<file path="src/rtl/stack_lifo.sv">
// Synchronous LIFO stack with a registered pop-data output and empty/full flags.
// One push or pop per enabled cycle; pushes when full and pops when empty are ignored.
module stack_lifo #(
    parameter  int WIDTH = 16,
    parameter  int DEPTH = 8,
    localparam int PTR_W = $clog2(DEPTH + 1)
) (
    input  logic [WIDTH-1:0] data_input,
    output logic [WIDTH-1:0] data_output,
    input  logic             read_write,
    input  logic             enable,
    input  logic             reset,
    output logic             e_flag,
    output logic             f_flag,
    input  logic             clk
);

    localparam int ADDR_W = (DEPTH > 1) ? $clog2(DEPTH) : 1;

    logic [WIDTH-1:0]  mem_q [DEPTH];
    logic [PTR_W-1:0]  cnt_q, cnt_d;
    logic [WIDTH-1:0]  dout_q, dout_d;
    logic [ADDR_W-1:0] wr_addr, rd_addr;
    logic              push_ok, pop_ok;

    assign e_flag = (cnt_q == '0);
    assign f_flag = (cnt_q == PTR_W'(DEPTH));

    // Low address bits are enough: cnt never exceeds DEPTH, and the top entry
    // wraps correctly to DEPTH-1 when cnt == DEPTH is a power of two.
    assign wr_addr = cnt_q[ADDR_W-1:0];
    assign rd_addr = wr_addr - ADDR_W'(1);

    assign push_ok = enable & ~read_write & ~f_flag;
    assign pop_ok  = enable &  read_write & ~e_flag;

    always_comb begin
        cnt_d  = cnt_q;
        dout_d = dout_q;
        if (push_ok) begin
            cnt_d = cnt_q + PTR_W'(1);
        end else if (pop_ok) begin
            cnt_d  = cnt_q - PTR_W'(1);
            dout_d = mem_q[rd_addr];
        end
    end

    always_ff @(posedge clk) begin
        if (reset) begin
            cnt_q  <= '0;
            dout_q <= '0;
        end else begin
            cnt_q  <= cnt_d;
            dout_q <= dout_d;
        end
    end

    // Storage is deliberately left uncleared by reset; only occupancy is discarded.
    always_ff @(posedge clk) begin
        if (!reset && push_ok) begin
            mem_q[wr_addr] <= data_input;
        end
    end

    assign data_output = dout_q;

endmodule

</file>
<file path="config.mk">
export PLATFORM = sky130hd
export DESIGN_NAME = stack_lifo
export DESIGN_NICKNAME = d
export VERILOG_FILES = /design/src/rtl/stack_lifo.sv
export SDC_FILE = /design/constraint.sdc
export NUM_CORES = 1
export LEC_CHECK = 0
export BUFFER_PORTS_ARGS = -buffer_cell sky130_fd_sc_hd__buf_2
export CAP_MARGIN = 20
export CORE_ASPECT_RATIO = 1.2
export CORE_UTILIZATION = 55
export CTS_CLUSTER_SIZE = 30
export DETAILED_ROUTE_END_ITERATION = 8
export PLACE_DENSITY = 0.73
export SLEW_MARGIN = 10
export SYNTH_ARGS = -nofsm -noshare
export SYNTH_HDL_FRONTEND = slang
export SYNTH_SLANG_ARGS = --single-unit
</file>
<file path="constraint.sdc">
create_clock -name clk -period 9.38 [get_ports clk]
set_clock_uncertainty 0.1 [all_clocks]
set_input_delay 2.814 -clock clk [delete_from_list [all_inputs] [get_ports clk]]
set_output_delay 2.814 -clock clk [all_outputs]
set_load 0.02 [all_outputs]
</file>
==> metrics.md, run 1 <==
| Metric | Value |
|---|---|
| YS warnings | 0 |
| Routed WL per cell | 21.7 µm |
| Switching Fraction | 0.279 |
| Die H | 113 µm |
| CP top delay family | buffers and inverters |
| Chip Width | 94.8 µm |
| Largest family of logic cells by synthesized area | multiplexers |
| Grt total ovfl | 0 |
| Count of cell types in the netlist | 37 |
| Synthesized cell area | 5690 µm² |
| End of the worst hold path | data_output[6] |
| Fmax | 197 MHz |
| Cell Rows | 40 |
| Clk root buf | clkbuf_16 |
| Crit end category | primary output |
| Total iterations of the first detailed-routing run | 4 |
| Fillers | 689 |
| Share of layout cells above drive strength 1 | 0.309 |
| Worst hold margin | 0.331 ns |
| Die area | 10,800 µm² |
| Vias per cell | 5.75 |
| Hold path startpoint | data_output[6] |
| Final wirelength | 10.5 mm |
| Post-Syn Nets | 314 |
| Logic pwr share | 0.247 |
| Final min period | 5.09 ns |
| Clock network power share | 0.317 |
| TritonCTS clock tree | built |
| Post-CTS setup buffer count | 0 |
| Commonest cells after routing, fill and taps aside | edfxtp_1 (128), buf_2 (37), nand2_1 (35) |
| DR iter-0 viols | 195 |
| Cts bufs inserted | 17 |
| Core Box Area | 10,100 µm² |
| Worst path slowest cell | buf_4 |
| # resized after CTS | 0 |
| Cells after Synth | 290 |
| Most common cell after layout, fill and taps aside | edfxtp_1 |
| Flop pwr share | 0.436 |
| First-pass GRT wire length | 15.9 mm |
| Worst Setup Start Kind | flop |
| Adder-Cell Fraction of Synth Area | 0.0101 |
| Routability cong. | 0.736 |
| Worst-margin pin slew | 0.936 ns |
| Setup TNS | 0 ns |
| H-tree depth | 4 |
| Req. time, crit path | 6.47 ns |
| Vias | 2,773 |
| CTS clock-pin slew for the worst setup and hold paths | 0.06 ns |
| Clock sink total | 148 |
| Area Growth Syn to Fin | 14.5% |
| Hold Path Class | reg -> reg |
| RSZ-0062 raised after global routing | no |
| Post-DP HPWL | 5.77 mm |
| Final max-slew violation count | 0 |
| Initial antenna violation count | 0 |
| RR Endpoint | mem_q[2][11] |
| Kind of critical path | reg -> out |
| Synth Area in Simple Gates | 0.0506 |
| Crit-path most repeated cell | inv_1 |
| Sequential share of the synthesized area | 0.746 |
| Pwr per Cell Area | 278 nW/µm² |
| Reg2Reg Launch Point | cnt_q[0] |
| Total Power | 1.81 mW |
| Max-cap check violation count | 0 |
| Static leakage | 2.29 nW |
| Io pins | 38 |
| Synth Area in XOR/XNOR | 0.00462 |
| Status | finished, final reports clean |
| Final hold vios | 0 |
| WP data arrival | 2.17 ns |
| DRC | 0 |
| Mux share of post-synthesis cell area | 0.136 |
| Net Switching | 0.504 mW |
| Final period utilization | 0.542 |
| Clock Latency Late Sink | 0.42 ns |
| Tot GR Track Use | 0.220 |
| Worst Hold Depth | 2 |
| Number of global-route vias before repair | 2,809 |
| Maximum buffer depth of the clock tree | 2 |
| Max stage delay on crit path | 0.53 ns |
| PortBufs | 37 |
| ANT cells | 0 |
| #FFs+latches synth | 148 |
| Hold_buf cts | 0 |
| VDD IR-drop max | 150 µV |
| Reg2reg setup slack | 6.01 ns |
| Initial Utilization | 0.566 |
| Setup violations, final | 0 |
| Worst slew margin | 0.374 |
| Pin count of the biggest net entering global routing | 37 |
| Register-to-Register Path Depth | 8 |
| Crit-path cells | buf_4 > inv_1 > ha_1 > or3b_4 > inv_1 > buf_2 |
| Compound-Gate Fraction of Synth Area | 0.0312 |
| Post-layout nets | 367 |
| WP buf/inv | 4 |
| CP max FO | 36 |
| Detail Route Antenna Nets | 0 |
| Avg Synthesized Cell Area | 19.6 µm² |
| Pint | 1.30 mW |
-- cell type report --
| cell class | instances | area (µm²) | share of cell area |
|---|---|---|---|
| sequential | 148 | 4250 | 0.652 |
| multi-input combinational | 125 | 1330 | 0.205 |
| tap | 126 | 158 | 0.0242 |
| clock inverter | 12 | 66.3 | 0.0102 |
| timing repair buffer | 47 | 260 | 0.0400 |
| clock buffer | 20 | 437 | 0.0670 |
| inverter | 4 | 15.0 | 0.00231 |
-- worst reg2reg max path, cell delays in order, from the launching register on --
cell and delay [ns]:
dfxtp_2 0.31, buf_4 0.53, inv_1 0.20, ha_1 0.28
and3b_1 0.21, nor2_1 0.17, nand3_1 0.19, nor2_1 0.76
buf_4 0.32
-- cell families after synthesis --
family,Yosys count
mux,36
simple gates,60
buf+inv,17
compound gates,22
fa+ha+maj,4
xor+xnor,3
flops,148
-- per-layer routing --
metal | vias up | part of all wire | routed length (µm) | GRT usage
met4 | 0 | 0.015 | 156 | 0.125
met5 | - | 0 | 0 | 0
met3 | 12 | 0.066 | 692 | 0.0600
li1 | 1265 | - | - | -
met2 | 103 | 0.53 | 5580 | 0.339
met1 | 1393 | 0.39 | 4030 | 0.282
-- worst max path at each step --
stage          startpoint           end  slack (ns)  depth (start not counted)
6_report         cnt_q[0]        e_flag        4.29                          6
5_1_grt          cnt_q[0]        e_flag        4.09                          6
4_1_cts          cnt_q[0]        e_flag        4.23                          6
3_5_place_dp   read_write  mem_q[2][15]        4.52                          5
3_3_place_gp   read_write   mem_q[2][7]        4.56                          5
2_1_floorplan  read_write   mem_q[1][0]        4.43                          4
-- power groups by stage --
| stage | logic, mW | registers [mW] | clock network [mW] |
|---|---|---|---|
| 3_5_place_dp | 0.453 | 0.802 | 0 |
| 3_3_place_gp | 0.449 | 0.799 | 0 |
| 2_1_floorplan | 0.346 | 0.817 | 0 |
| 6_report | 0.448 | 0.789 | 0.573 |
| 4_1_cts | 0.457 | 0.789 | 0.584 |
| 5_1_grt | 0.489 | 0.793 | 0.610 |
-- registers in the layout, indices dropped and copies added (netlist names) --
register	cells
mem_q	128
cnt_q	4
data_output	16
-- synth_stat cells, drive strengths merged --
cell    instances  share of area
a21o            1         0.0013
a21oi           1        0.00088
a222oi          1         0.0018
a22oi          15          0.020
a31oi           1         0.0037
and2b           1         0.0013
and3b           1         0.0015
buf            12          0.018
clkbuf          1        0.00066
dfxtp          20          0.070
edfxtp        128           0.68
fa              1         0.0035
ha              3         0.0066
inv             4         0.0026
mux2            1         0.0020
mux2i           3         0.0053
mux4           32           0.13
nand2          35          0.023
nand2b          3         0.0033
nand3           2         0.0018
nand3b          2         0.0033
nor2           10         0.0066
nor2b           1         0.0011
nor3            2         0.0018
nor3b           1         0.0033
o21ai           1        0.00088
o21ba           1         0.0018
o22ai           1         0.0011
or3b            2         0.0035
xnor2           2         0.0031
xor2            1         0.0015
-- metrics by stage --
| step | std cells | instance area [µm²] | setup WS (ns) | util |
|---|---|---|---|---|
| 4_1_cts | 482 | 6510 | 4.23 | 0.648 |
| 5_1_grt | 482 | 6510 | 4.09 | 0.648 |
| 2_1_floorplan | 290 | 5690 | 4.43 | - |
| 3_3_place_gp | 450 | 6010 | 4.56 | 0.598 |
| 3_5_place_dp | 450 | 6010 | 4.52 | 0.598 |
| 6_report | 482 | 6510 | 4.29 | 0.648 |
(Power assumes the default switching activity.)
==> inputs of run 2 (changes only) <==
==> constraint.sdc (replaced) <==
create_clock -name clk -period 5.2 [get_ports clk]
set_clock_uncertainty 0.1 [all_clocks]
set_input_delay 1.56 -clock clk [delete_from_list [all_inputs] [get_ports clk]]
set_output_delay 1.56 -clock clk [all_outputs]
set_load 0.02 [all_outputs]
==> metrics.md, run 2 (synthesized netlist as in run 1, its figures left out) <==
| Metric | Value |
|---|---|
| Status | finished, final reports clean |
| Tot GR Track Use | 0.220 (-0.000242) |
| CP top delay family | simple AND/OR/NAND/NOR gates |
| Post-DP HPWL | 5.94 mm (+3.0%) |
| Final min period | 3.42 ns |
| WP data arrival | 1.76 ns (-0.41 ns) |
| DR iter-0 viols | 275 (+41%) |
| Kind of critical path | reg -> out |
| Max-cap check violation count | 0 (unchanged) |
| Max stage delay on crit path | 0.41 ns (-0.12 ns) |
| Pint | 2.54 mW (+95%) |
| Final max-slew violation count | 0 (unchanged) |
| Io pins | 38 (unchanged) |
| Final wirelength | 10.4 mm (about the same) |
| Most common cell after layout, fill and taps aside | edfxtp_1 |
| Chip Width | 94.8 µm (unchanged) |
| Commonest cells after routing, fill and taps aside | edfxtp_1 (128), buf_2 (37), nand2_1 (35) |
| Largest Register | mem_q |
| WP buf/inv | 3 (-1) |
| Grt total ovfl | 0 (unchanged) |
| Worst slew margin | 0.364 (-0.00987) |
| TritonCTS clock tree | built |
| # resized after CTS | 0 (unchanged) |
| RSZ-0062 raised after global routing | no |
| Hold_buf cts | 0 (unchanged) |
| First-pass GRT wire length | 16.3 mm (+2.3%) |
| Maximum buffer depth of the clock tree | 2 (unchanged) |
| Static leakage | 2.34 nW (+2.4%) |
| Net Switching | 0.917 mW (+82%) |
| Core Box Area | 10,100 µm² (unchanged) |
| Post-CTS setup buffer count | 0 (unchanged) |
| Final period utilization | 0.658 |
| Logic pwr share | 0.238 (-0.009) |
| Vias | 2,856 (+3.0%) |
| Cell Rows | 40 (unchanged) |
| Crit-path most repeated cell | inv_1 |
| Crit-path cells | inv_1 > ha_1 > or3b_4 > inv_1 > buf_2 |
| Total iterations of the first detailed-routing run | 4 (unchanged) |
| VDD IR-drop max | 396 µV (+160%) |
| H-tree depth | 4 (unchanged) |
| Worst Setup Start Kind | flop |
| Clock network power share | 0.350 (+0.033) |
| PortBufs | 37 (unchanged) |
| CTS clock-pin slew for the worst setup and hold paths | 0.06 ns (about the same) |
| Post-layout nets | 367 (unchanged) |
| Final hold vios | 0 (unchanged) |
| Clock Latency Late Sink | 0.40 ns (-0.02 ns) |
| Vias per cell | 5.91 (+2.8%) |
| Req. time, crit path | 3.54 ns (-2.93 ns) |
| Initial antenna violation count | 0 (unchanged) |
| Worst hold margin | 0.331 ns (-0.000533 ns) |
| Die H | 113 µm (unchanged) |
| Pwr per Cell Area | 523 nW/µm² (+88%) |
| DRC | 0 (unchanged) |
| Clock sink total | 148 (unchanged) |
| Worst path slowest cell | or3b_4 |
| Worst-margin pin slew | 0.953 ns (+0.0172 ns) |
| Pin count of the biggest net entering global routing | 36 (-2.7%) |
| Routed WL per cell | 21.6 µm (-0.25%) |
| Routability cong. | 0.779 (+5.7%) |
| Largest register FFs | 128 (unchanged) |
| Setup violations, final | 0 (unchanged) |
| Flop pwr share | 0.412 (-0.024) |
| Crit end category | primary output |
| CP max FO | 8 (-78%) |
| Share of layout cells above drive strength 1 | 0.317 (+0.00843) |
| Hold Path Class | reg -> reg |
| Fmax | 292 MHz |
| Die area | 10,800 µm² (unchanged) |
| Setup TNS | 0 ns (unchanged) |
| Clk root buf | clkbuf_16 |
| Number of global-route vias before repair | 2,990 (+6.4%) |
| Cts bufs inserted | 17 (unchanged) |
| Switching Fraction | 0.265 (-0.0136) |
| Initial Utilization | 0.566 (unchanged) |
| Detail Route Antenna Nets | 0 (unchanged) |
| Area Growth Syn to Fin | 16.2% |
run 2: cell count changes in the layout (fill, tap and decap cells not counted):
cell        before  now
clkinvlp_4       3    0
clkbuf_1         3    4
bufinv_16        0    3
diode_2          0    1
clkbuf_8         0    2
clkinv_1         4    0
clkinv_4         1    2
run 2: per-layer routing:
metal | GRT usage | part of all wire | up-vias
li1 | - | - | 1266
met1 | 0.278 | 0.39 | 1469
met2 | 0.361 | 0.54 | 102
met3 | 0.0547 | 0.052 | 19
met4 | 0.0949 | 0.018 | 0
met5 | 0 | 0 | -
run 2: power by group through the flow:
stage | Combinational [mW] | Clock [mW] | Sequential (mW)
after floorplan | 0.624 | 0 | 1.47
after global placement | 0.816 | 0 | 1.45
after detailed placement | 0.836 | 0 | 1.45
after CTS | 0.836 | 1.23 | 1.43
after global routing | 0.898 | 1.28 | 1.43
final | 0.821 | 1.21 | 1.43
run 2: area by class of cell:
| cell class | count | area [µm²] |
|---|---|---|
| clock inverters | 9 | 128 |
| well taps | 126 | 158 |
| clock buffers | 23 | 468 |
| repair buffers | 47 | 260 |
| diodes | 1 | 2.50 |
| fillers | 669 | 3450 |
| multi-input cells | 125 | 1330 |
| inverters | 4 | 15.0 |
| flip-flops and latches | 148 | 4250 |
run 2: worst register-to-register path, delay by kind of cell (launching register included):
family / cells / cell delay (ns)
simple gates: 3 / 0.54
compound gates: 3 / 0.54
fa+ha+maj: 2 / 0.53
flops: 1 / 0.51
mux: 1 / 0.37
buf+inv: 1 / 0.13
run 2: path summary, 6_finish.rpt:
check             startpoint              end  slack, ns  cells past startpoint
max                 cnt_q[1]           e_flag       1.78                      5
min          data_output[14]  data_output[14]       0.33                      2
max reg2reg         cnt_q[1]         cnt_q[3]       2.41                     10
min reg2reg  data_output[14]  data_output[14]       0.33                      2
run 2: through the flow:
step                      instances   util  total power, mW  worst slack [ns]  instance area [µm²]
final                           483  0.657             3.46              1.78                 6610
after global routing            482  0.657             3.61              1.70                 6610
after floorplan                 290      -             2.10              1.51                 5690
after detailed placement        450  0.598             2.29              1.73                 6010
after CTS                       482  0.657             3.49              1.75                 6610
after global placement          450  0.598             2.26              1.80                 6010
==> inputs of run 3 (changes only) <==
==> constraint.sdc (replaced) <==
create_clock -name clk -period 3.4 [get_ports clk]
set_clock_uncertainty 0.1 [all_clocks]
set_input_delay 1.02 -clock clk [delete_from_list [all_inputs] [get_ports clk]]
set_output_delay 1.02 -clock clk [all_outputs]
set_load 0.02 [all_outputs]
==> metrics.md, run 3 (synthesized netlist as in run 1, its figures left out) <==
| Metric | Value |
|---|---|
| Status | finished, final reports clean |
| DP Cell Count | 456 (+1.3%) |
| Post-DP HPWL | 5.80 mm (-2.5%) |
| Final wirelength | 10.5 mm (about the same) |
| Storage cell area | 4250 µm² (unchanged) |
| Total iterations of the first detailed-routing run | 5 (+1) |
| Worst Setup Start Kind | flop |
| Final min period | 2.87 ns |
| WP data arrival | 1.75 ns (about the same) |
| Die area | 10,800 µm² (unchanged) |
| Detail Route Antenna Nets | 0 (unchanged) |
| Initial antenna violation count | 0 (unchanged) |
| Initial Utilization | 0.566 (unchanged) |
| Multi-input logic area | 1330 µm² (unchanged) |
| Vias | 2,836 (-0.70%) |
| DRC | 0 (unchanged) |
| Pin count of the biggest net entering global routing | 36 (unchanged) |
| Cell Rows | 40 (unchanged) |
| Post-layout nets | 373 (+1.6%) |
| RSZ-0062 raised after global routing | no |
| Hold Path Class | reg -> reg |
| First-pass GRT wire length | 16.1 mm (-1.4%) |
| Finished Layout Cells | 488 (+1.0%) |
| Largest register FFs | 128 (unchanged) |
| Crit end category | primary output |
| Routability cong. | 0.753 (-3.3%) |
| Most common cell after layout, fill and taps aside | edfxtp_1 |
| Setup TNS | 0 ns (unchanged) |
| H-tree depth | 4 (unchanged) |
| Chip Width | 94.8 µm (unchanged) |
| Area after DPL | 6060 µm² (+0.75%) |
| Core Box Area | 10,100 µm² (unchanged) |
| Area Growth Syn to Fin | 16.9% |
| Io pins | 38 (unchanged) |
| CP max FO | 8 (unchanged) |
| TritonCTS clock tree | built |
| Worst slew margin | 0.548 (+0.184) |
| Kind of critical path | reg -> out |
| Setup violations, final | 0 (unchanged) |
| Max-cap check violation count | 0 (unchanged) |
| Routed WL per cell | 21.4 µm (-0.94%) |
| Utilization after layout | 0.661 (+0.00398) |
| Final period utilization | 0.843 |
| DR iter-0 viols | 173 (-37%) |
| Share of layout cells above drive strength 1 | 0.331 (+0.0141) |
| Final hold vios | 0 (unchanged) |
| Hold_buf cts | 0 (unchanged) |
| Grt total ovfl | 0 (unchanged) |
| Maximum buffer depth of the clock tree | 2 (unchanged) |
| CTS clock-pin slew for the worst setup and hold paths | 0.06 ns (about the same) |
| Tot GR Track Use | 0.218 (-0.00182) |
| Req. time, crit path | 2.28 ns (-1.26 ns) |
| Die H | 113 µm (unchanged) |
| Number of global-route vias before repair | 2,863 (-4.2%) |
| Clock sink total | 148 (unchanged) |
| Final instance area | 6650 µm² (+0.61%) |
| # resized after CTS | 0 (unchanged) |
| Clock Latency Late Sink | 0.41 ns (about the same) |
| Vias per cell | 5.81 (-1.7%) |
| Largest Register | mem_q |
| Reg2reg setup slack | 0.67 ns (-1.74 ns) |
| Pwr per Cell Area | 796 nW/µm² (+52%) |
| PortBufs | 37 (unchanged) |
| Post-CTS setup buffer count | 0 (unchanged) |
| Static leakage | 2.36 nW (+0.63%) |
| Final max-slew violation count | 0 (unchanged) |
| Commonest cells after routing, fill and taps aside | edfxtp_1 (128), buf_2 (37), nand2_1 (35) |
| Clk root buf | clkbuf_16 |
| Fillers | 671 (+0.30%) |
| VDD IR-drop max | 552 µV (+39%) |
| ANT cells | 0 (-1) |
| Fmax | 349 MHz |
| Worst-margin pin slew | 0.678 ns (-0.275 ns) |
| Cts bufs inserted | 17 (unchanged) |
-- run 3: layout make-up --
type,instances,area share
multi-input combinational,125,0.200
tap,126,0.0237
clock buffer,20,0.0657
sequential,148,0.639
timing repair buffer,53,0.0459
inverter,4,0.00226
clock inverter,12,0.0235
-- run 3: power by group --
part	switching [mW]	internal, mW
combinational	0.674	0.594
clock	0.689	1.16
sequential	0.0762	2.10
total	1.44	3.85
-- run 3: final timing paths --
kind,startpoint,end,depth (start not counted)
worst max-delay path,cnt_q[1],e_flag,5
worst min-delay path,data_output[13],data_output[13],2
worst max register to register,cnt_q[1],cnt_q[3],10
worst min register to register,data_output[13],data_output[13],2
-- run 3: critical path, cell delays in order, from the launching register on --
cell and delay, ns:
dfxtp_1 0.40, inv_1 0.11, ha_1 0.20, or3b_4 0.42
inv_1 0.06, buf_2 0.15
-- run 3: metrics by stage --
stage	setup slack (ns)	power [mW]	hold slack, ns
CTS	0.511	5.34	0.334
global route	0.387	5.52	0.351
detailed placement	0.531	3.49	0.324
floorplan	0.137	3.21	0.401
global placement	0.590	3.46	0.319
finish	0.535	5.29	0.332
-- run 3: routing by layer --
metal | wire length [µm] | track usage
met1 | 4530 | 0.299
met2 | 5240 | 0.332
met3 | 443 | 0.0473
met4 | 244 | 0.110
met5 | 0 | 0
